$ cat src/rtl/dma_defs.sv
// Shared definitions for the DMA client-port scheduler: state encoding, field widths,
// requester indices and the request field bundle.
package dma_defs;

  localparam int unsigned DMA_AW = 21;
  localparam int unsigned DMA_DW = 16;
  localparam int unsigned DMA_BW = 2;

  localparam logic RQ_SD  = 1'b0;
  localparam logic RQ_IDE = 1'b1;

  typedef enum logic [1:0] {
    StIdle  = 2'd0,
    StOwn0  = 2'd1,
    StOwn1  = 2'd2,
    StDrain = 2'd3
  } state_e;

  typedef struct packed {
    logic              rnw;
    logic [DMA_AW-1:0] addr;
    logic [DMA_DW-1:0] wrdata;
    logic [DMA_BW-1:0] bsel;
  } dma_fields_t;

endpackage

$ cat src/rtl/dma_mux2.sv
// Field mux of the two requester bundles onto the DMA port; drives zero when nobody owns
// the slot.
module dma_mux2
  import dma_defs::*;
(
  input  logic        en_i,
  input  logic        sel_i,
  input  dma_fields_t r0_i,
  input  dma_fields_t r1_i,
  output dma_fields_t out_o
);

  always_comb begin
    out_o = '0;
    if (en_i) begin
      out_o = sel_i ? r1_i : r0_i;
    end
  end

endmodule

$ cat src/rtl/dma_sched.sv
// Round-robin scheduler sharing the DRAM arbiter's DMA slot between the SD and IDE engines,
// with a per-grant burst cap and routing of the single outstanding read back to its issuer.
module dma_sched
  import dma_defs::*;
#(
  parameter int unsigned BURST = 8
) (
  input  logic              fclk,
  input  logic              rst,
  input  logic              r0_req,
  input  logic              r1_req,
  input  logic              r0_rnw,
  input  logic              r1_rnw,
  input  logic [DMA_AW-1:0] r0_addr,
  input  logic [DMA_AW-1:0] r1_addr,
  input  logic [DMA_DW-1:0] r0_wrdata,
  input  logic [DMA_DW-1:0] r1_wrdata,
  input  logic [DMA_BW-1:0] r0_bsel,
  input  logic [DMA_BW-1:0] r1_bsel,
  output logic              r0_ack,
  output logic              r1_ack,
  output logic              r0_rdstb,
  output logic              r1_rdstb,
  output logic [DMA_DW-1:0] rddata,
  output logic              dma_req,
  output logic              dma_rnw,
  output logic [DMA_AW-1:0] dma_addr,
  output logic [DMA_DW-1:0] dma_wrdata,
  output logic [DMA_BW-1:0] dma_bsel,
  input  logic              dma_next,
  input  logic              dma_strobe,
  input  logic [DMA_DW-1:0] dma_rddata
);

  localparam logic [7:0] BurstCnt = 8'(BURST);

  state_e     state_q, state_d;
  logic       last_q, last_d;
  logic [7:0] bcnt_q, bcnt_d;
  logic       rd_pend_q, rd_pend_d;
  logic       rd_owner_q, rd_owner_d;

  logic        own, own_sel, sel_req, oth_req, cap_hit, accept, rd_ret, grant;
  dma_fields_t fields;

  assign own     = (state_q == StOwn0) || (state_q == StOwn1);
  assign own_sel = (state_q == StOwn1);
  assign sel_req = own_sel ? r1_req : r0_req;
  assign oth_req = own_sel ? r0_req : r1_req;
  // Once the cap is reached with the other side waiting, no further accept in this grant.
  assign cap_hit = (bcnt_q == BurstCnt) && oth_req;

  assign dma_req = own && sel_req && !rd_pend_q && !cap_hit;
  assign accept  = dma_req && dma_next;
  assign r0_ack  = accept && (own_sel == RQ_SD);
  assign r1_ack  = accept && (own_sel == RQ_IDE);

  assign rd_ret   = dma_strobe && rd_pend_q;
  assign r0_rdstb = rd_ret && (rd_owner_q == RQ_SD);
  assign r1_rdstb = rd_ret && (rd_owner_q == RQ_IDE);
  assign rddata   = dma_rddata;

  dma_mux2 u_mux (
    .en_i  (own),
    .sel_i (own_sel),
    .r0_i  ('{rnw: r0_rnw, addr: r0_addr, wrdata: r0_wrdata, bsel: r0_bsel}),
    .r1_i  ('{rnw: r1_rnw, addr: r1_addr, wrdata: r1_wrdata, bsel: r1_bsel}),
    .out_o (fields)
  );

  assign dma_rnw    = fields.rnw;
  assign dma_addr   = fields.addr;
  assign dma_wrdata = fields.wrdata;
  assign dma_bsel   = fields.bsel;

  always_comb begin
    state_d    = state_q;
    last_d     = last_q;
    bcnt_d     = bcnt_q;
    rd_pend_d  = rd_pend_q;
    rd_owner_d = rd_owner_q;
    grant      = 1'b0;

    if (rd_ret) begin
      rd_pend_d = 1'b0;
    end
    // A read accepted alongside a strobe leaves a fresh read pending.
    if (accept) begin
      bcnt_d = (bcnt_q == BurstCnt) ? bcnt_q : bcnt_q + 8'd1;
      if (dma_rnw) begin
        rd_pend_d  = 1'b1;
        rd_owner_d = own_sel;
      end
    end

    unique case (state_q)
      StIdle: begin
        if (r0_req || r1_req) begin
          grant   = (r0_req && r1_req) ? !last_q : r1_req;
          state_d = grant ? StOwn1 : StOwn0;
          last_d  = grant;
          bcnt_d  = '0;
        end
      end
      StOwn0, StOwn1: begin
        if (!sel_req || cap_hit) begin
          state_d = rd_pend_d ? StDrain : StIdle;
        end
      end
      StDrain: begin
        if (!rd_pend_q || rd_ret) begin
          state_d = StIdle;
        end
      end
      default: state_d = StIdle;
    endcase
  end

  always_ff @(posedge fclk) begin
    if (rst) begin
      state_q    <= StIdle;
      last_q     <= 1'b1;
      bcnt_q     <= '0;
      rd_pend_q  <= 1'b0;
      rd_owner_q <= 1'b0;
    end else begin
      state_q    <= state_d;
      last_q     <= last_d;
      bcnt_q     <= bcnt_d;
      rd_pend_q  <= rd_pend_d;
      rd_owner_q <= rd_owner_d;
    end
  end

endmodule

$ cat config.mk
export PLATFORM = sky130hd
export DESIGN_NAME = dma_sched
export DESIGN_NICKNAME = d
export VERILOG_FILES = /design/src/rtl/dma_defs.sv /design/src/rtl/dma_mux2.sv /design/src/rtl/dma_sched.sv
export SDC_FILE = /design/constraint.sdc
export NUM_CORES = 1
export LEC_CHECK = 0
export ABC_AREA = 0
export BUFFER_PORTS_ARGS = -buffer_cell sky130_fd_sc_hd__buf_2
export CORE_ASPECT_RATIO = 0.6
export CORE_MARGIN = 3
export CORE_UTILIZATION = 38
export DETAILED_ROUTE_END_ITERATION = 7
export PLACE_DENSITY = 0.81
export SYNTH_ARGS = -nofsm -noshare
export SYNTH_HDL_FRONTEND = slang
export SYNTH_HIERARCHICAL = 1
export SYNTH_SLANG_ARGS = --single-unit
$ cat constraint.sdc
create_clock -name fclk -period 2.3 [get_ports fclk]
set_clock_uncertainty 0.1 [all_clocks]
set_input_delay 0.46 -clock fclk [delete_from_list [all_inputs] [get_ports fclk]]
set_output_delay 0.46 -clock fclk [all_outputs]
set_load 0.005 [all_outputs]
After elaboration in Yosys (flattened, before gate mapping)
Cells that the tools add are included.
W data, S select, Z words.
{ "word_totals": {"regBits": 13, "output_inout_bits": 61, "word_cells": 57} }
{ "op_classes": {"eq_ne": 7, "bitwise_logic": 2, "muxes": 18, "n_reduce_logical": 24, "n_addsub": 1} }
{ "ops": {"columns": ["op", "count"], "rows": [
  ["$mux W40", 2],
  ["$mux W8", 4],
  ["$logic_and A1 B1 Y1", 11],
  ["$mux W2", 5],
  ["$add A8 B1 Y8 const B", 1],
  ["$eq A8 B4 Y1 const B", 1],
  ["$mux W1", 6],
  ["$ne A2 B2 Y1 const B", 3],
  ["$pmux W2 S3", 1],
  ["$eq A2 B2 Y1 const B", 2],
  ["$logic_not A1 Y1", 4],
  ["$logic_or A1 B1 Y1", 4],
  ["$reduce_and A2 Y1", 2],
  ["$reduce_and A3 Y1", 1],
  ["$eq A2 B1 Y1 const B", 1],
  ["$logic_not A2 Y1", 1],
  ["$not A1 Y1", 2],
  ["$reduce_or A2 Y1", 1]
]} }

Logic depth before layout (Yosys ltp)
Gate-level depths: netlist of run 1.
{ "depth": {"ltp_word": 10, "ltp_mapped": 10, "depth_no_buf": 8} }

Cells and area by module
The synthesis of run 1 kept the hierarchy.
{ "by_module_without_submodules": {"columns": ["mod", "cells_per_inst", "area_per_inst_um2", "instances"], "rows": [
  ["dma_sched", 126, 1053.5, 1],
  ["dma_mux2", 89, 757.0, 1]
]} }

Worst setup path after synthesis of run 1
OpenSTA, ideal clock, no wires.
{ "synth_path": {"path_type": "register -> output", "startpoint": "register state_q[0]", "endpoint": "output dma_req", "path_stages_with_launch": 7, "path_slack_ns": 0.207, "n_path_buf": 1, "arrival_time_ns": 1.533, "t_required_ns": 1.740, "path_cell_list": "dfxtp_1 inv_1 ha_1 mux2_4 and3_1 buf_6 nor4_1"} }
{ "synth_between": {"elab_chain_cells": 5, "word_cells_on_any_way": 10, "cone_classes": "2 x eq/ne; 2 x mux; 6 x reduce/logical"} }
{ "synth_rtl": {"columns": ["item", "line_no", "source"], "rows": [
  ["start: declaration", "dma_sched.sv:37", "state_e state_q, state_d;"],
  ["start signal: assignment", "dma_sched.sv:121", "state_q <= StIdle;"],
  ["start signal: assignment", "dma_sched.sv:127", "state_q <= state_d;"],
  ["$eq A2 B2 Y1 *", "dma_sched.sv:47", "assign own_sel = (state_q == StOwn1);"],
  ["named net own_sel", "dma_sched.sv:43", "logic own, own_sel, sel_req, oth_req, cap_hit, accept, rd_ret, grant;"],
  ["$mux W1, or another cell as far along", "dma_sched.sv:48", "assign sel_req = own_sel ? r1_req : r0_req;"],
  ["$logic_and A1 B1 Y1, on equally long branches", "dma_sched.sv:53, dma_sched.sv:51", null],
  ["$logic_and A1 B1 Y1 / $logic_not A1 Y1 (equally long branches)", "dma_sched.sv:53", "assign dma_req = own && sel_req && !rd_pend_q && !cap_hit;"],
  ["$logic_and A1 B1 Y1 *", "dma_sched.sv:53", null],
  ["end: declaration", "dma_sched.sv:25", "output logic dma_req,"]
]} }
Mark *: on every way through the listed nets, which the timed path passes. The rest lies on a longest branch.

Worst setup path after layout of run 1
Ends and elaborated chain as after synthesis.

==> run metrics, run 1 <==
CTS tree yes; Ant. Diodes 0; hold endpoint rd_pend_q; Seq cells post-synth 13; Finish-stage setup viols 0; Die Wd approximately 95 um; initial antenna violation count 0; placed insts just under 400; worst-margin pin slew around 0.44 ns; Remaining Overflow, GRT 0; worst skew pair latency 0.24 ns; CTS max path bufs 2; CP peak stage delay approximately 0.36 ns; Worst Path Buf+Inv 2; R2R Setup Slk between 0.2 and 0.3 ns; core area between 4000 and 5000 um^2; largest net degree at the start of global routing 43; cts hold-fix bufs 0; Worst R2R Path Depth 9; compound-cell area share of the yosys netlist between 8 and 9%; Hold Path Stages 2; area share of and/or/nand/nor cells after synthesis about 30%; I/O Buffers 130; Worst Hold Launch rst; vias in the first global route approximately 1.8k; Pre-Repair DR Iteration Count 4; Final Hold Viols 0; CP arrival around 1.7 ns; CP required 1.74 ns; Post-synth EDFFs 0; Worst-path clk slew 0.05 ns; critical path class reg2out; Via density 4.94; HPWL Detailed between 4000 and 5000 um; DR iter-0 viols 73; post-synthesis mux area share a little under a quarter; post-route cell area about 2500 um^2; routed vias around 1.9k; syn_nets ~320; worst r2r src state_q[0]; Synth Area in Adders approximately 4.8%; Routed Wire Length around 5600 um; sequential area share after synthesis 14.4%; cell family with most CP delay flip-flops; Yosys cell types 41; Pleak about 1.2 nW; nets@finish 441; Residual DRC 0; YS warnings 6; Setup crit end kind output pin; main flop type after synthesis dfxtp_1; leading cell type in the layout, fill and taps excluded buf_2; CP max-delay cell dfxtp_4; clk root buf clkbuf_8; Critical Path Start state_q[0]; Synth-to-Final Area Change 38.7%; Die H a little under 60 um; Final Max Slew Viols 0; area of the mapped netlist ~1800 um^2; xor/xnor share of the synthesized area 1.94%; largest family of logic cells by synthesized area simple AND/OR/NAND/NOR gates; CTS HTree Levels 1; syn avg cell area between 8 and 9 um^2; global-route wire length before repair about 8300 um; WL/cell approximately 14 um; layout cell share with drive strength beyond 1 roughly 49%; Core Rows 18; Final GP Congestion 0.864; placed cell area ~2400 um^2; Finished Layout Cells approximately 390; post-synthesis cell count between 200 and 250; starting density of the core a little over two fifths; Global Route Usage Sum between 15 and 20%; TritonCTS Buffers 3; worst-path cell chain inv_6 > ha_4 > mux2_4 > and3_4 > nor4_4 > buf_2; Fmax 444 MHz; ys async rst share 0%; # IOs approximately 160; min Tclk post-route around 2.2 ns; Relative slew margins 70.2%; Power Density 974 nW/um^2; commonest cells after routing, fill and taps aside buf_2, mux2i_1, nor2b_1; crit start category flop; Final ANT Viol Nets 0; die footprint between 5000 and 6000 um^2; r2r endpoint state_q[0]; Worst VDD drop 527 uV; Min-Delay Path Class in2reg; Tcrit/Tclk final a little over nine tenths; # clock sinks 13; worst-path maximum fanout 4; # Max-Cap Violations 0; total power about 0.0024 W; outcome completed
## worst register-to-register path, stage by stage (launching register included)
cell and delay, ns:
dfxtp_4 0.36, inv_6 0.09, ha_4 0.17, buf_12 0.27, mux2i_1 0.13, nor2b_2 0.24
nand3b_1 0.11, nor3_1 0.22, a211oi_1 0.12, a21oi_1 0.15
## final cells by class
type | instances | area, um^2
clock buffers | 4 | 45.0
inverters | 9 | 38.8
multi-input cells | 165 | 1340
fillers | 407 | 1840
well taps | 60 | 75.1
flip-flops and latches | 13 | 268
repair buffers | 140 | 742
## routing by layer
layer | track usage [%] | wire [um] | vias up
li1 | - | - | 961
met1 | 26.0 | 2470 | 863
met2 | 28.5 | 2480 | 104
met3 | 5.20 | 653 | 4
met4 | 3.29 | 27 | 0
met5 | 0 | 0 | -
## flip-flops by register name (all words and copies together), names as in the netlist
| register | cells |
|---|---|
| last_q | 1 |
| rd_owner_q | 1 |
| bcnt_q | 8 |
| state_q | 2 |
| rd_pend_q | 1 |
## cells by family (layout without fill, tap and decap cells)
kind of cell / after synthesis / in the layout
XOR/XNOR: 4 / 4
AND/OR/NAND/NOR: 88 / 88
buffers and inverters: 37 / 153
flip-flops: 13 / 13
adder cells (fa/ha/maj): 7 / 7
AO/OA/AOI/OAI: 24 / 24
multiplexers: 42 / 42
## worst max-delay path by stage
stage          cells after the start    endpoint  slack, ns
2_1_floorplan                      6     dma_req       0.21
3_3_place_gp                       6     dma_req       0.20
3_5_place_dp                       9  state_q[0]       0.12
4_1_cts                            6      r0_ack      -0.02
5_1_grt                            6     dma_req      -0.02
6_report                           6     dma_req       0.05
## timing repair
action,in CTS,in global routing
buffers inserted,0,1
resized for setup,10,10
setup endpoints to repair,43,40
pin swaps,1,1
## per-stage QoR
step | setup WS, ns | TNS, ns | hold WS, ns | utilization (%)
after floorplan | 0.207 | 0 | 0.351 | -
after detailed placement | 0.117 | 0 | 0.432 | 54.4
after CTS | -0.0222 | -0.0345 | 0.301 | 56.3
after global placement | 0.199 | 0 | 0.403 | 54.4
after global routing | -0.0162 | -0.0162 | 0.310 | 57.8
final | 0.0502 | 0 | 0.308 | 57.8
## report_power, final
part	switching [W]	internal [W]	total, W	leakage [nW]
Combinational	0.000921	0.00101	0.00193	1.05
Clock	0.0000846	0.000122	0.000207	0.0228
Sequential	0.0000422	0.000262	0.000304	0.107
Total	0.00105	0.00140	0.00245	1.18
## cell usage after synthesis, types with 3 or more instances
library cell	number	area (um^2)
buf_4	16	120
clkbuf_1	5	18.8
nor2_1	8	30.0
buf_12	4	80.1
nor4_2	3	37.5
inv_1	9	33.8
nor2b_1	40	250
dfxtp_1	13	260
xnor2_1	4	35.0
o21ai_0	4	20.0
and3_1	5	31.3
nand2_1	6	22.5
a21oi_1	8	40.0
buf_6	3	33.8
ha_1	7	87.6
nor3_1	5	25.0
nand3_1	8	40.0
mux2i_1	40	400
Power figures use the tool's default switching activity.
==> inputs of run 2 (changes only) <==
CORE_UTILIZATION = 41   (was 38)
PLACE_DENSITY = 0.87   (was 0.81)
clock period = 2.9 ns   (was 2.3 ns; I/O delays follow)
==> run metrics, run 2 (same netlist as run 1, synthesis figures left out) <==
outcome completed; r2r endpoint bcnt_q[7]; CP arrival 2.04 ns (+0.35 ns); HPWL Detailed 4420 um (-2.8%); WL/cell 13.7 um (-4.9%); unrepaired setup endpoints after global routing false; Power Density 746 nW/um^2 (-23%); Ant. Diodes 0 (unchanged); placed cell area 2320 um^2 (-2.1%); post-CTS setup buffer count 0 (unchanged); Die Wd 91.8 um (-3.5%); Finish-stage setup viols 0 (unchanged); Fmax roughly 370 MHz; layout cell share with drive strength beyond 1 45.2% (-4.0 points); worst-path cell chain inv_1 > ha_1 > nand3b_4 > nor2_1 > and3_1 > buf_2; Final GP Congestion 1.09 (+26%); CTS max path bufs 2 (unchanged); # clock sinks 13 (unchanged); CP max-delay cell ha_1; Relative slew margins 74.3% (+4.0 points); die footprint 5280 um^2 (-6.7%); critical path class reg2out; I/O Buffers 130 (unchanged); Final Max Slew Viols 0 (unchanged); Residual DRC 0 (unchanged); largest net degree at the start of global routing 35 (-19%); cell family with most CP delay simple AND/OR/NAND/NOR gates; global-route wire length before repair 7950 um (-4.5%); Synth-to-Final Area Change 30.4%; TritonCTS Buffers 3 (unchanged); # IOs 163 (unchanged); nets@finish 435 (-1.4%); core area 4190 um^2 (-3.6%); worst-margin pin slew 0.383 ns (-0.0601 ns); Setup crit end kind output pin; Tcrit/Tclk final between 90% and 100%; crit start category flop; Worst-path clk slew 0.05 ns (about the same); starting density of the core 43.2% (+1.6 points); Levels on crit path 6 (unchanged); commonest cells after routing, fill and taps aside buf_2, mux2i_1, nor2b_1; total power 0.00176 W (-28%); Via density 5.01 (+1.4%); Die H 57.5 um (-3.3%); clk root buf clkbuf_8; Worst Setup EP r1_ack; leading cell type in the layout, fill and taps excluded buf_2; CP peak stage delay 0.47 ns (+0.11 ns); Worst Path Buf+Inv 2 (unchanged); cts hold-fix bufs 0 (unchanged); routed vias 1929 (-0.16%); min Tclk post-route 2.72 ns; worst-path maximum fanout 10 (+6); fill cell count 379 (-6.9%); Remaining Overflow, GRT 0 (unchanged); Final Hold Viols 0 (unchanged); Most flops, register bcnt_q; Resized Gates After CTS 0 (-10); Pre-Repair DR Iteration Count 4 (unchanged); Routed Wire Length 5280 um (-6.4%); Worst VDD drop 393 uV (-26%); CP required 2.22 ns (+0.48 ns); DR iter-0 viols 183 (+150%); Min-Delay Path Class reg2reg; initial antenna violation count 0 (unchanged); vias in the first global route 1637 (-9.1%); WHS 0.423 ns (+0.115 ns); Critical Path Start state_q[1]; post-route cell area 2360 um^2 (-6.0%); Global Route Usage Sum 18.6% (+0.11 points); CTS tree yes; top flop regs bcnt_q x8, state_q x2; Final ANT Viol Nets 0 (unchanged); Worst R2R Path Depth 6 (-3); placed insts 381 (-1.3%); worst skew pair latency 0.24 ns (about the same); Pleak 1.14 nW (-3.7%); setup TNS 0 ns (unchanged); Core Rows 18 (unchanged); R2R Setup Slk 0.68 ns (+0.41 ns); worst r2r src state_q[1]; max reg flops 8 (unchanged); Finished Layout Cells 385 (-1.5%); # Max-Cap Violations 0 (unchanged); CTS HTree Levels 1 (unchanged)
## run 2: cell count changes in the layout (fill, tap and decap cells not counted), sizes merged
cell | previous run | this run
buf | 140 | 134
## run 2: per-stage QoR
stage                     util [%]  setup WS (ns)
after global routing          56.4         0.0116
after floorplan                  -          0.687
after CTS                     56.4          0.178
after detailed placement      55.3          0.446
final                         56.4          0.182
after global placement        55.3          0.539
## run 2: area by class of cell
type	instances	area [um^2]	share of cell area [%]
Timing Repair Buffer	134	681	28.8
Sequential cell	13	260	11.0
Tap cell	60	75.1	3.18
Inverter	9	33.8	1.43
Multi-Input combinational cell	165	1270	53.6
Clock buffer	4	45.0	1.91
## run 2: power by group
group	internal, W	total, W	switching, W
Combinational	0.000706	0.00138	0.000676
Clock	0.0000968	0.000157	0.0000604
Sequential	0.000200	0.000223	0.0000229
Total	0.00100	0.00176	0.000759
## run 2: how the worst min path moves through the flow
stage                from    endpoint  slack, ns  cells after the start
2_1_floorplan  rd_owner_q  rd_owner_q       0.35                      2
3_3_place_gp   rd_owner_q  rd_owner_q       0.43                      2
3_5_place_dp   rd_owner_q  rd_owner_q       0.41                      2
4_1_cts        rd_owner_q  rd_owner_q       0.42                      2
5_1_grt               rst   rd_pend_q       0.43                      2
6_report       rd_owner_q  rd_owner_q       0.42                      2
## run 2: routing by layer
metal / wire [um] / track usage [%] / up-vias
met4: 36 / 3.59 / 0
met3: 686 / 8.04 / 6
met5: 0 / 0 / -
met1: 2180 / 25.1 / 841
li1: - / - / 951
met2: 2370 / 27.9 / 131
## run 2: tightest hold or removal path, stage by stage, from the launching register on
cell	delay [ns]
dfxtp_1	0.33
o31ai_1	0.07
a21oi_1	0.07
